### src/rtl/pipe_stage_skid.sv
`default_nettype none
// ============================================================================
// Module      : pipe_stage_skid
// Description : Two-entry valid/ready pipeline stage (main + skid) with flush
//               and saturating stall/flush statistics counters.
// Revision    : 1.0 - initial release
// ============================================================================
module pipe_stage_skid #(
    parameter int DATA_W = 32,
    parameter int CTRL_W = 16,
    parameter int CNT_W  = 16
) (
    input  logic              clk,
    input  logic              rst,
    input  logic              in_valid,
    output logic              in_ready,
    input  logic [CTRL_W-1:0] in_ctrl,
    input  logic [DATA_W-1:0] in_data,
    output logic              out_valid,
    input  logic              out_ready,
    output logic [CTRL_W-1:0] out_ctrl,
    output logic [DATA_W-1:0] out_data,
    input  logic              flush,
    input  logic              cnt_clr,
    output logic [CNT_W-1:0]  stall_cnt,
    output logic [CNT_W-1:0]  flush_cnt
);

    localparam logic [CNT_W-1:0]  c_cnt_max   = '1;
    localparam logic [CTRL_W-1:0] c_ctrl_zero = '0;
    localparam logic [DATA_W-1:0] c_data_zero = '0;

    logic              r_main_valid;
    logic [CTRL_W-1:0] r_main_ctrl;
    logic [DATA_W-1:0] r_main_data;
    logic              r_skid_valid;
    logic [CTRL_W-1:0] r_skid_ctrl;
    logic [DATA_W-1:0] r_skid_data;
    logic [CNT_W-1:0]  r_stall_cnt;
    logic [CNT_W-1:0]  r_flush_cnt;

    logic              w_in_xfer;
    logic              w_out_xfer;
    logic              w_load_main;
    logic              w_stall_inc;
    logic              w_flush_hit;

    logic              w_main_valid;
    logic [CTRL_W-1:0] w_main_ctrl;
    logic [DATA_W-1:0] w_main_data;
    logic              w_skid_valid;
    logic [CTRL_W-1:0] w_skid_ctrl;
    logic [DATA_W-1:0] w_skid_data;

    // in_ready comes straight from the skid flop, so out_ready never reaches it
    assign in_ready   = ~r_skid_valid;
    assign out_valid  = r_main_valid;
    assign out_ctrl   = r_main_ctrl;
    assign out_data   = r_main_data;
    assign stall_cnt  = r_stall_cnt;
    assign flush_cnt  = r_flush_cnt;

    assign w_in_xfer   = in_valid & ~r_skid_valid;
    assign w_out_xfer  = r_main_valid & out_ready;
    assign w_load_main = w_in_xfer & (~r_main_valid | w_out_xfer);
    assign w_stall_inc = r_main_valid & ~out_ready & ~flush;
    assign w_flush_hit = flush & (r_main_valid | r_skid_valid);

    always_comb begin
        w_main_valid = r_main_valid;
        w_main_ctrl  = r_main_ctrl;
        w_main_data  = r_main_data;
        w_skid_valid = r_skid_valid;
        w_skid_ctrl  = r_skid_ctrl;
        w_skid_data  = r_skid_data;

        if (flush) begin
            w_main_valid = 1'b0;
            w_main_ctrl  = c_ctrl_zero;
            w_main_data  = c_data_zero;
            w_skid_valid = 1'b0;
            w_skid_ctrl  = c_ctrl_zero;
            w_skid_data  = c_data_zero;
        end else begin
            if (w_out_xfer && r_skid_valid) begin
                // skid is full so no input transfer can coincide with this move
                w_main_valid = 1'b1;
                w_main_ctrl  = r_skid_ctrl;
                w_main_data  = r_skid_data;
                w_skid_valid = 1'b0;
                w_skid_ctrl  = c_ctrl_zero;
                w_skid_data  = c_data_zero;
            end else if (w_load_main) begin
                w_main_valid = 1'b1;
                w_main_ctrl  = in_ctrl;
                w_main_data  = in_data;
            end else if (w_out_xfer) begin
                w_main_valid = 1'b0;
                w_main_ctrl  = c_ctrl_zero;
                w_main_data  = c_data_zero;
            end

            if (w_in_xfer && !w_load_main) begin
                w_skid_valid = 1'b1;
                w_skid_ctrl  = in_ctrl;
                w_skid_data  = in_data;
            end
        end
    end

    always_ff @(posedge clk or posedge rst) begin
        if (rst) begin
            r_main_valid <= 1'b0;
            r_main_ctrl  <= c_ctrl_zero;
            r_main_data  <= c_data_zero;
            r_skid_valid <= 1'b0;
            r_skid_ctrl  <= c_ctrl_zero;
            r_skid_data  <= c_data_zero;
        end else begin
            r_main_valid <= w_main_valid;
            r_main_ctrl  <= w_main_ctrl;
            r_main_data  <= w_main_data;
            r_skid_valid <= w_skid_valid;
            r_skid_ctrl  <= w_skid_ctrl;
            r_skid_data  <= w_skid_data;
        end
    end

    always_ff @(posedge clk or posedge rst) begin
        if (rst) begin
            r_stall_cnt <= '0;
            r_flush_cnt <= '0;
        end else if (cnt_clr) begin
            r_stall_cnt <= '0;
            r_flush_cnt <= '0;
        end else begin
            if (w_stall_inc && (r_stall_cnt != c_cnt_max)) begin
                r_stall_cnt <= r_stall_cnt + 1'b1;
            end
            if (w_flush_hit && (r_flush_cnt != c_cnt_max)) begin
                r_flush_cnt <= r_flush_cnt + 1'b1;
            end
        end
    end

endmodule
`default_nettype wire

### config.mk
export PLATFORM = sky130hd
export DESIGN_NAME = pipe_stage_skid
export DESIGN_NICKNAME = d
export VERILOG_FILES = /design/src/rtl/pipe_stage_skid.sv
export SDC_FILE = /design/constraint.sdc
export NUM_CORES = 1
export LEC_CHECK = 0
export ABC_AREA = 1
export ABC_CLOCK_PERIOD_IN_PS = 6210
export CORE_MARGIN = 2
export CORE_UTILIZATION = 50
export CTS_CLUSTER_DIAMETER = 50
export DETAILED_ROUTE_END_ITERATION = 16
export PLACE_DENSITY = 0.75
export SLEW_MARGIN = 10
export SYNTH_ARGS = -nofsm -noshare
export SYNTH_HDL_FRONTEND = slang
export SYNTH_SLANG_ARGS = --single-unit
### constraint.sdc
create_clock -name clk -period 6.21 [get_ports clk]
set_clock_uncertainty 0.15 [all_clocks]
set_input_delay 1.5525 -clock clk [delete_from_list [all_inputs] [get_ports clk]]
set_output_delay 1.5525 -clock clk [all_outputs]
set_load 0.005 [all_outputs]
* After elaboration in Yosys (flattened, before gate mapping)
Index checks and enable logic that the tools add are counted.
** Cells by class
- $add $sub $neg :: 2
- Mux-type cells :: 25
- Bitwise gates (word level) :: 12
- Shifts and indexed selects :: 0
- Divide/modulo/power cells :: 0
- Multipliers :: 0
- Equality and inequality tests :: 2
- Magnitude comparators :: 0
- Reduce and logical (&&, ||, !) cells :: 9
** Operators by type and width (count)
- $mux 32 :: 7
- $mux 16 :: 11
- $add 16x1->16 const B :: 2
- $ne 16x16->1 const B :: 2
- $mux 1 :: 7
- $and 1x1->1 :: 6
- $logic_and 1x1->1 :: 4
- $not 1->1 :: 4
- $reduce_bool 2->1 :: 2
- $reduce_bool 4->1 :: 1
- $reduce_bool 3->1 :: 1
- $or 1x1->1 :: 2
- $logic_not 1->1 :: 1
** Storage, ports and cells
- Memories kept :: 0
- Bits of input ports :: 54
- Memory bits (read-only) :: 0
- Logic and storage cells :: 58
- Output and inout port bits :: 82
- Latch bits :: 0
- Bits in registers :: 130
- RAM bits :: 0

* Depth between registers and ports, before layout
Gate-level depths: netlist of run 1.
- Word-level depth :: 7
- Gate-level depth with buffers :: 10
- Depth with buffers taken out :: 10

* Least setup slack after synthesis of run 1
OpenSTA, ideal clock, no wires.
- Path kind :: input -> register
- Start point :: input port out_ready
- End point :: register r_main_data[16] (netlist: out_data[16])
- Library setup time :: 0.126 ns
- Buffers on the path :: 2
- Data arrival time :: 2.392 ns
- Setup slack :: 3.542 ns
- Required time :: 5.934 ns
- Stages :: 8
- Path through :: inv_1 > nand2_1 > nand2_1 > clkbuf_2 > clkbuf_1 > o21ai_0 > nand2_1 > o21ai_0
** Between the ends
- Longest elaborated chain between the ends :: 6
- Elaborated cells between the ends (all ways) :: 8
- Those cells by class :: 3 x mux; 3 x bitwise; 2 x reduce/logical
** Ends and longest elaborated chain
- start: declaration :: line 20 : input logic out_ready,
- $and 1x1->1 * :: line 64 : assign w_out_xfer = r_main_valid & out_ready;
- $or 1x1->1 :: line 65 : assign w_load_main = w_in_xfer & (~r_main_valid | w_out_xfer);
- $and 1x1->1 :: line 65
- $mux 32 :: line 93 : end else if (w_load_main) begin
- $mux 32 :: line 85 : if (w_out_xfer && r_skid_valid) begin
- $mux 32 :: line 77 : if (flush) begin
- end signal: assignment :: line 115 : r_main_data <= c_data_zero;
- end signal: assignment :: line 122 : r_main_data <= w_main_data;
- end: declaration :: line 35 : logic [DATA_W-1:0] r_main_data;
Mark *: on every way between the ends. The rest lies on a longest branch, timed or not.
A chain may end at the register's enable or synchronous reset.

* Worst setup path after layout of run 1
- Start point :: input port flush
- End point :: register r_flush_cnt[1] (netlist: flush_cnt[1])
** Between the ends
- Longest elaborated chain between the ends :: 3
** Ends and longest elaborated chain
- start: declaration :: line 23 : input logic flush,
- $and 1x1->1 :: line 67 : assign w_flush_hit = flush & (r_main_valid | r_skid_valid);
- $logic_and 1x1->1 :: line 140 : if (w_flush_hit && (r_flush_cnt != c_cnt_max)) begin
- $reduce_bool 2->1 (no source line)
- end signal: assignment :: line 141 : r_flush_cnt <= r_flush_cnt + 1'b1;
- end: declaration :: line 40 : logic [CNT_W-1:0] r_flush_cnt;
Every way passes these cells.

==> results of run 1 <==
[power by group]
group          switching [W]  internal (W)  total (W)
Combinational       0.000108     0.0000910   0.000199
Clock               0.000350      0.000599   0.000949
Sequential         0.0000196      0.000877   0.000897
[logic make-up (layout without fill, tap and decap cells)]
| family | count (synthesis) | count (layout) | share of synthesized area (%) |
|---|---|---|---|
| XOR/XNOR | 8 | 8 | 1.072 |
| adder cells (fa/ha/maj) | 2 | 2 | 0.3829 |
| flip-flops | 130 | 130 | 49.79 |
| buffers and inverters | 188 | 321 | 11.11 |
| AND/OR/NAND/NOR | 381 | 381 | 25.05 |
| AO/OA/AOI/OAI | 161 | 161 | 12.60 |
[metal layers]
layer | track usage [%] | vias up | share of wire (%)
met3 | 5.309 | 20 | 6.0
li1 | - | 2972 | -
met2 | 39.27 | 212 | 47
met1 | 33.59 | 2824 | 45
met5 | 0 | - | 0
met4 | 10.17 | 0 | 1.9
[cells in the mapped netlist (2+ instances only)]
library cell,instances,area [sq um]
nor2_1,38,142.6
o31ai_1,2,15.01
a21oi_1,2,10.01
dfrtp_1,130,3253
buf_2,8,40.04
clkbuf_1,29,108.9
inv_2,2,7.510
o21ai_0,146,730.7
nand4_1,9,56.30
xor2_1,7,61.31
o21ai_1,7,35.03
clkbuf_2,2,10.01
nor2_4,5,56.30
nand2_1,229,859.6
nand3_1,89,445.4
nor2_2,4,25.02
ha_1,2,25.02
nand3b_1,6,45.04
inv_1,146,548.0
[cell type report]
type,instances,area (sq um)
clock buffer,26,509.2
clock inverter,5,50.05
sequential,130,3253
fill,1137,4108
inverter,148,560.5
multi-input combinational,552,2571
tap,172,215.2
timing repair buffer,142,1404
[sequential cells by signal, summed over array words and instances (netlist names)]
signal	count
out_ctrl	16
out_data	32
r_skid_ctrl	16
r_skid_valid	1
r_skid_data	32
stall_cnt	16
out_valid	1
flush_cnt	16
[worst max-delay path, stage by stage]
cell and delay (ps):
clkdlybuf4s50_1 600, inv_2 420, a21oi_2 410, nand2_1 350
nor2_1 310, nand2_1 80, nand2_1 80
[placed cells by master (no fill, tap or decap), types with 2 or more instances in the layout]
master / n
buf_4: 7
clkbuf_1: 4
clkbuf_16: 17
clkbuf_8: 5
clkdlybuf4s50_1: 135
clkinv_2: 4
dfrtp_1: 130
ha_1: 2
inv_1: 145
inv_2: 2
nand2_1: 229
nand3_1: 88
nand3b_1: 6
nand4_1: 9
nor2_1: 38
nor2_2: 4
nor2_4: 5
o21ai_0: 146
o21ai_1: 7
o31ai_1: 2
xor2_1: 7
[worst paths after layout]
kind / end / slack, ps
worst max register to register: out_data[0] / 3830
worst max-delay path: flush_cnt[1] / 2610
worst min-delay path: r_skid_ctrl[7] / 360
max in group asynchronous: out_data[6] / 3360
worst min register to register: r_skid_ctrl[7] / 360
min in group asynchronous: flush_cnt[3] / 1560
[per-stage QoR]
| step | setup slack [ps] | cell area [sq um] | total power, W | instances |
|---|---|---|---|---|
| after global placement | 2243 | 8004 | 0.001108 | 1144 |
| after detailed placement | 2227 | 8004 | 0.001109 | 1144 |
| final | 2611 | 8563 | 0.002045 | 1175 |
| after floorplan | 1038 | 6534 | 0.0009971 | 870 |
| after global routing | 2432 | 8563 | 0.002122 | 1175 |
| after CTS | 2659 | 8563 | 0.002058 | 1175 |
==> results.txt, run 1 <==
Status: completed
Max IR drop VDD: 0.1593 mV
Post-route ant nets: 0
Worst hold slack: 357.2 ps
DRT Wirelength: 16850 um
Die W: 118.3 um
WP data required: 6410 ps
DP HPWL: 10630 um
Final Slew Violations: 0
Clock transition at path regs: 50 ps
Clock Latency Late Sink: 410 ps
Post-synth net total: 926
CP max FO: 51
Power per Cell Area: 238.8 nW/um^2
H-tree levels: 4
CTS Hold Bufs: 0
Fin util: 67.58%
Sequential fraction of the synthesis area: 49.79%
Iter 0 DRT Violations: 567
Post-CTS Setup Repair Bufs: 0
Final nets: 1047
Wire per inst: 14.34 um
Synth unique cells: 26
Synthesized area per cell: 7.510 sq um
Post-cts resize count: 0
Vias in the first global route: 5746
Crit. Startpoint: flush
Yosys warning total: 0
Hold WC Path Type: register to register
EDFF count, synth: 0
Port bufs: 135
CTS root buf: clkbuf_16
Worst-margin pin slew: 972.4 ps
Die ar.: 14000 sq um
Unrepaired setup endpoints after global routing: no
Height of the die: 118.3 um
Crit Path Class: primary input to register
Worst Hold Launch: r_skid_ctrl[7]
Largest net degree at the start of global routing: 95
GRT overflow: 0
Num Clock Sinks: 130
Fin crit share: 57.96%
Initial DRT Pass Iterations: 5
Synth Flop Type: dfrtp_1
CP Capture Type: register
Synth Instances: 870
Vias per inst: 5.130
Fin crit period: 3599 ps
Leak: 3.966 nW
CTS tree: built
Reg2Reg Depth: 5
Core box area: 12670 sq um
Synthesis-stage register bit count: 130
Worst setup SP type: primary input
Max Freq: 277.8 MHz
Synth async-reset ratio: 100.0%
Final hold vios: 0
Layout cells sized above 1: 5.085%
Row cnt: 41
Number of buffers created by CTS: 17
Worst Hold Path Cells: 2
Vias post-DR: 6028
Ports: 136
Worst R2R Start: r_skid_valid
Area Growth Syn to Fin: 31.06%
Finish-stage setup viols: 0
Slew Limit Headroom: 35.08%
Largest buffer count on any clock path: 2
Setup_tns: 0 ps
Max cap viols: 0
Initial Utilization: 51.57%
GPL Wtd Cong: 0.8532
First-pass GRT wire length: 28080 um
Initial antenna violation count: 0
Post-Syn Area: 6534 sq um
Worst endpoint data arrival time: 3800 ps
DRC: 0
N_diodes: 0
Overall Global Routing Usage: 24.94%
(Power assumes the default switching activity.)
==> run 2: changes to the inputs <==
Settings changed: ABC_CLOCK_PERIOD_IN_PS 6210 to 3750.
Clock period 6.21 ns to 3.75 ns, I/O delays scaled along.
==> run 2 against run 1 <==
Critical path depth is 5 lower. Non-clock buffer count is 4 higher. Cell area is 1.2% higher. Total power is 73% higher. Largest power group unchanged. Global-route usage is 0.33 points lower. Utilization is 0.80 points higher. Worst setup slack worse by 1500 ps. Combinational power is 67% higher. Worst hold slack better by 1.8 ps.
==> results.txt, run 2 (synthesis gave the netlist of run 1 again) <==
Status: completed
Max Freq: 383.3 MHz
CP max FO: 3
Iter 0 DRT Violations: 675
Reg2Reg Depth: 6
Worst Hold Path Cells: 2
Ports: 136
Final hold vios: 0
Initial Utilization: 51.57%
DP Worst Slack: 734.3 ps
Num Clock Sinks: 130
Worst hold slack: 359.1 ps
CP Capture Type: output port
Crit Path Class: register to output port
Initial antenna violation count: 0
Vias in the first global route: 5786
Vias per inst: 5.058
Finish-stage setup viols: 0
Commonest non-fill, non-tap cells in the layout: 229 x nand2_1, 146 x o21ai_0, 145 x inv_1, 135 x clkdlybuf4s50_1, 130 x dfrtp_1
GPL Wtd Cong: 0.8757
RR Endpoint: out_data[16]
Largest buffer count on any clock path: 2
Max IR drop VDD: 0.3344 mV
First-pass GRT wire length: 27970 um
CTS tree: built
Final Slew Violations: 0
Overall Global Routing Usage: 24.61%
Layout cells sized above 1: 5.952%
Wire per inst: 14.01 um
WP data required: 2660 ps
Commonest non-fill, non-tap cell in the layout: nand2_1
Setup_tns: 0 ps
Max cap viols: 0
Initial DRT Pass Iterations: 6
Die ar.: 14000 sq um
Worst-margin pin slew: 885.4 ps
Unrepaired setup endpoints after global routing: no
H-tree levels: 4
Fin crit share: 69.57%
Worst Hold Launch: r_skid_data[25]
Multi-input logic area: 2571 sq um
DRC: 0
CTS root buf: clkbuf_16
Vias post-DR: 5968
Setup WS post-layout: 1141 ps
CTS Hold Bufs: 0
R2r setup slk: 1710 ps
Min-Delay Endpoint: r_skid_data[25]
Slew Limit Headroom: 40.97%
Largest net degree at the start of global routing: 131
Hold WC Path Type: register to register
Clock transition at path regs: 60 ps
Core box area: 12670 sq um
Fin crit period: 2609 ps
Clock Latency Late Sink: 410 ps
Leak: 3.990 nW
Post-route ant nets: 0
N_diodes: 0
Power per Cell Area: 407.3 nW/um^2
Number of buffers created by CTS: 17
Fin area: 8665 sq um
Worst setup SP type: register
Row cnt: 41
Cell Area, Placed: 8045 sq um
Post-cts resize count: 0
Post-CTS Setup Repair Bufs: 0
Storage element area: 3253 sq um
Die W: 118.3 um
Overall Power: 0.003529 W
DRT Wirelength: 16530 um
GRT overflow: 0
Worst R2R Start: r_skid_valid
Port bufs: 135
Area Growth Syn to Fin: 32.61%
Final nets: 1051
DP HPWL: 10330 um
Worst endpoint data arrival time: 1520 ps
Height of the die: 118.3 um
Fillers: 1053
-- run 2: changes by cell type in the layout (fill, tap and decap cells not counted), moves of 2 or more --
cell	delta
buf_4	+3
clkbuf_8	-4
bufinv_16	+2
clkinv_2	-4
inv_6	+2
clkinv_4	+3
clkbuf_1	-4
clkinvlp_4	+6
-- run 2: power breakdown --
group / total, W / switching (W) / internal [W]
sequential: 0.00148 / 0.0000326 / 0.00145
combinational: 0.000332 / 0.000178 / 0.000154
clock: 0.00171 / 0.000641 / 0.00107
-- run 2: metal layers --
metal	global-route usage (%)	vias to the layer above	routed length (um)	part of all wire, %
met2	38.66	186	7811	47
li1	-	2987	-	-
met5	0	-	0	0
met4	8.358	0	206	1.2
met3	5.598	16	1151	7.0
met1	33.71	2779	7362	45
-- run 2: through the flow --
stage | std cells | util, %
after floorplan | 870 | -
after global placement | 1148 | 63.49
after detailed placement | 1148 | 63.49
after CTS | 1180 | 68.38
after global routing | 1180 | 68.38
final | 1180 | 68.38
-- run 2: worst max-delay path, stage by stage, from the launching register on --
cell             delay (ps)
dfrtp_1                 420
inv_1                   130
clkdlybuf4s50_1         560
-- run 2: worst max path at each step --
stage / cells after the start / to / start / slack, ps
after global placement: 7 / out_data[2] / in_valid / 820
final: 2 / in_ready / r_skid_valid / 1140
after detailed placement: 7 / out_data[15] / in_valid / 730
after global routing: 8 / out_data[16] / in_valid / 980
after CTS: 2 / in_ready / r_skid_valid / 1120
after floorplan: 1 / flush_cnt[0] / rst / 1050
-- run 2: final cells by class --
type	count	area share [%]
Timing Repair Buffer	146	16.69
Inverter	148	6.455
Multi-Input combinational cell	552	29.68
Clock buffer	18	5.069
Clock inverter	14	2.079
Sequential cell	130	37.55
Tap cell	172	2.484
==> run 3: changes to the inputs <==
Settings changed: ABC_CLOCK_PERIOD_IN_PS 3750 to 2200, CORE_UTILIZATION 50 to 47, PLACE_DENSITY 0.75 to 0.74.
Clock period 3.75 ns to 2.2 ns, I/O delays scaled along.
==> run 3 against run 2 <==
Sequential share of layout area shrank 1.2 points. Clock-buffer cell count grew 3. Cell area grew 3.4%. Sequential power grew 71%. Critical path depth shrank 1. Non-clock buffer count grew 21. Highest routed layer is now met5. Combinational power grew 85%. Global-route usage shrank 0.94 points. Largest power group unchanged.
==> results.txt, run 3 (synthesis gave the netlist of run 1 again) <==
Finish-stage setup viols: 0
Worst R2R Start: flush_cnt[0]
Cell Area, Placed: 8313 sq um
Core box area: 13720 sq um
Initial Utilization: 47.62%
Initial DRT Pass Iterations: 5
Overall Power: 0.006226 W
Commonest non-fill, non-tap cells in the layout: 229 x nand2_1, 146 x o21ai_0, 145 x inv_1, 134 x clkdlybuf4s50_1, 129 x dfrtp_1
Row cnt: 43
CTS tree: built
Worst Hold Launch: r_skid_data[1]
CP Capture Type: output port
CP max FO: 6
Iter 0 DRT Violations: 485
Worst hold slack: 355.9 ps
Number of buffers created by CTS: 17
Fin crit period: 2128 ps
Num Clock Sinks: 130
DRT Wirelength: 16710 um
Worst Hold Path Cells: 2
Power per Cell Area: 695.1 nW/um^2
CP peak stage delay: 550 ps
Slew Limit Headroom: 64.31%
Hold WC Path Type: register to register
GRT overflow: 0
Min-Delay Endpoint: r_skid_data[1]
Die ar.: 14860 sq um
Status: completed
Fillers: 1193
Vias per inst: 5.007
Reg2Reg Depth: 10
Worst setup SP type: register
N_diodes: 0
Max Freq: 469.9 MHz
Clock Latency Late Sink: 420 ps
Max IR drop VDD: 0.5655 mV
Critical path's top delay family: buffers and inverters
First-pass GRT wire length: 27670 um
Commonest non-fill, non-tap cell in the layout: nand2_1
H-tree levels: 4
Post-route ant nets: 0
Initial antenna violation count: 1
Leak: 4.153 nW
Ports: 136
Fin area: 8956 sq um
Vias post-DR: 6053
Fin cells: 1209
DP HPWL: 11110 um
Max cap viols: 0
Crit Path Class: register to output port
Fin crit share: 96.73%
Port bufs: 135
Largest buffer count on any clock path: 2
R2r setup slk: 230 ps
Area Growth Syn to Fin: 37.07%
CP max stage cell: clkdlybuf4s50_1
Layout cells sized above 1: 7.775%
Worst-margin pin slew: 535.3 ps
Largest net degree at the start of global routing: 75
Final nets: 1072
Worst endpoint data arrival time: 1430 ps
GPL Wtd Cong: 0.8890
Wire per inst: 13.82 um
Placed cell count: 1177
Final Slew Violations: 0
Final hold vios: 0
Vias in the first global route: 5736
RR Endpoint: flush_cnt[4]
DRC: 0
CP Cell Sequence: clkdlybuf4s50_1
CP Buf/Inv Count: 1
Die W: 121.9 um
CTS root buf: clkbuf_16
Unrepaired setup endpoints after global routing: no
WP data required: 1500 ps
Height of the die: 121.9 um
Overall Global Routing Usage: 23.67%
CTS Hold Bufs: 0
Clock transition at path regs: 50 ps
[run 3: routing by layer]
| layer | track usage [%] | share of wire, % | wire (um) | vias up |
|---|---|---|---|---|
| met2 | 36.45 | 47 | 7850 | 206 |
| met5 | 0 | 0.066 | 11 | - |
| li1 | - | - | - | 3027 |
| met1 | 32.61 | 45 | 7524 | 2793 |
| met3 | 5.478 | 6.2 | 1040 | 25 |
| met4 | 9.124 | 1.7 | 286 | 2 |
[run 3: metrics by stage]
step	TNS (ps)	setup WS, ps	utilization [%]
3_3_place_gp	0	57.28	60.59
6_report	0	72.01	65.28
3_5_place_dp	0	13.29	60.59
4_1_cts	0	27.18	65.27
2_1_floorplan	-14200	-109.2	-
5_1_grt	0	16.54	65.28
[run 3: cell type report]
class / count / area [sq um] / share of cell area (%)
flip-flops and latches: 130 / 3254 / 36.34
clock inverters: 11 / 182.7 / 2.040
well taps: 180 / 225.2 / 2.515
repair buffers: 167 / 1703 / 19.01
clock buffers: 21 / 460.4 / 5.141
inverters: 148 / 559.3 / 6.245
multi-input cells: 552 / 2571 / 28.71
[run 3: worst max path at each step]
stage,from,slack (ps),cells past startpoint,end
after global routing,flush_cnt[5],20,1,flush_cnt[5]
final,flush_cnt[5],70,1,flush_cnt[5]
after floorplan,rst,-110,1,flush_cnt[0]
after CTS,stall_cnt[12],30,1,stall_cnt[12]
after global placement,out_ready,60,9,stall_cnt[12]
after detailed placement,out_ready,10,7,r_skid_ctrl[15]
[run 3: repair_timing]
item / 4_1_cts / 5_1_grt
endpoints found under the setup margin: 1 / 1
setup buffers: 0 / 0
resized for setup: 1 / 1
[run 3: power breakdown]
group | switching [W] | internal, W | total, W
logic | 0.000311 | 0.000302 | 0.000613
clock network | 0.00102 | 0.00206 | 0.00308
registers | 0.0000575 | 0.00248 | 0.00253
total | 0.00139 | 0.00484 | 0.00623
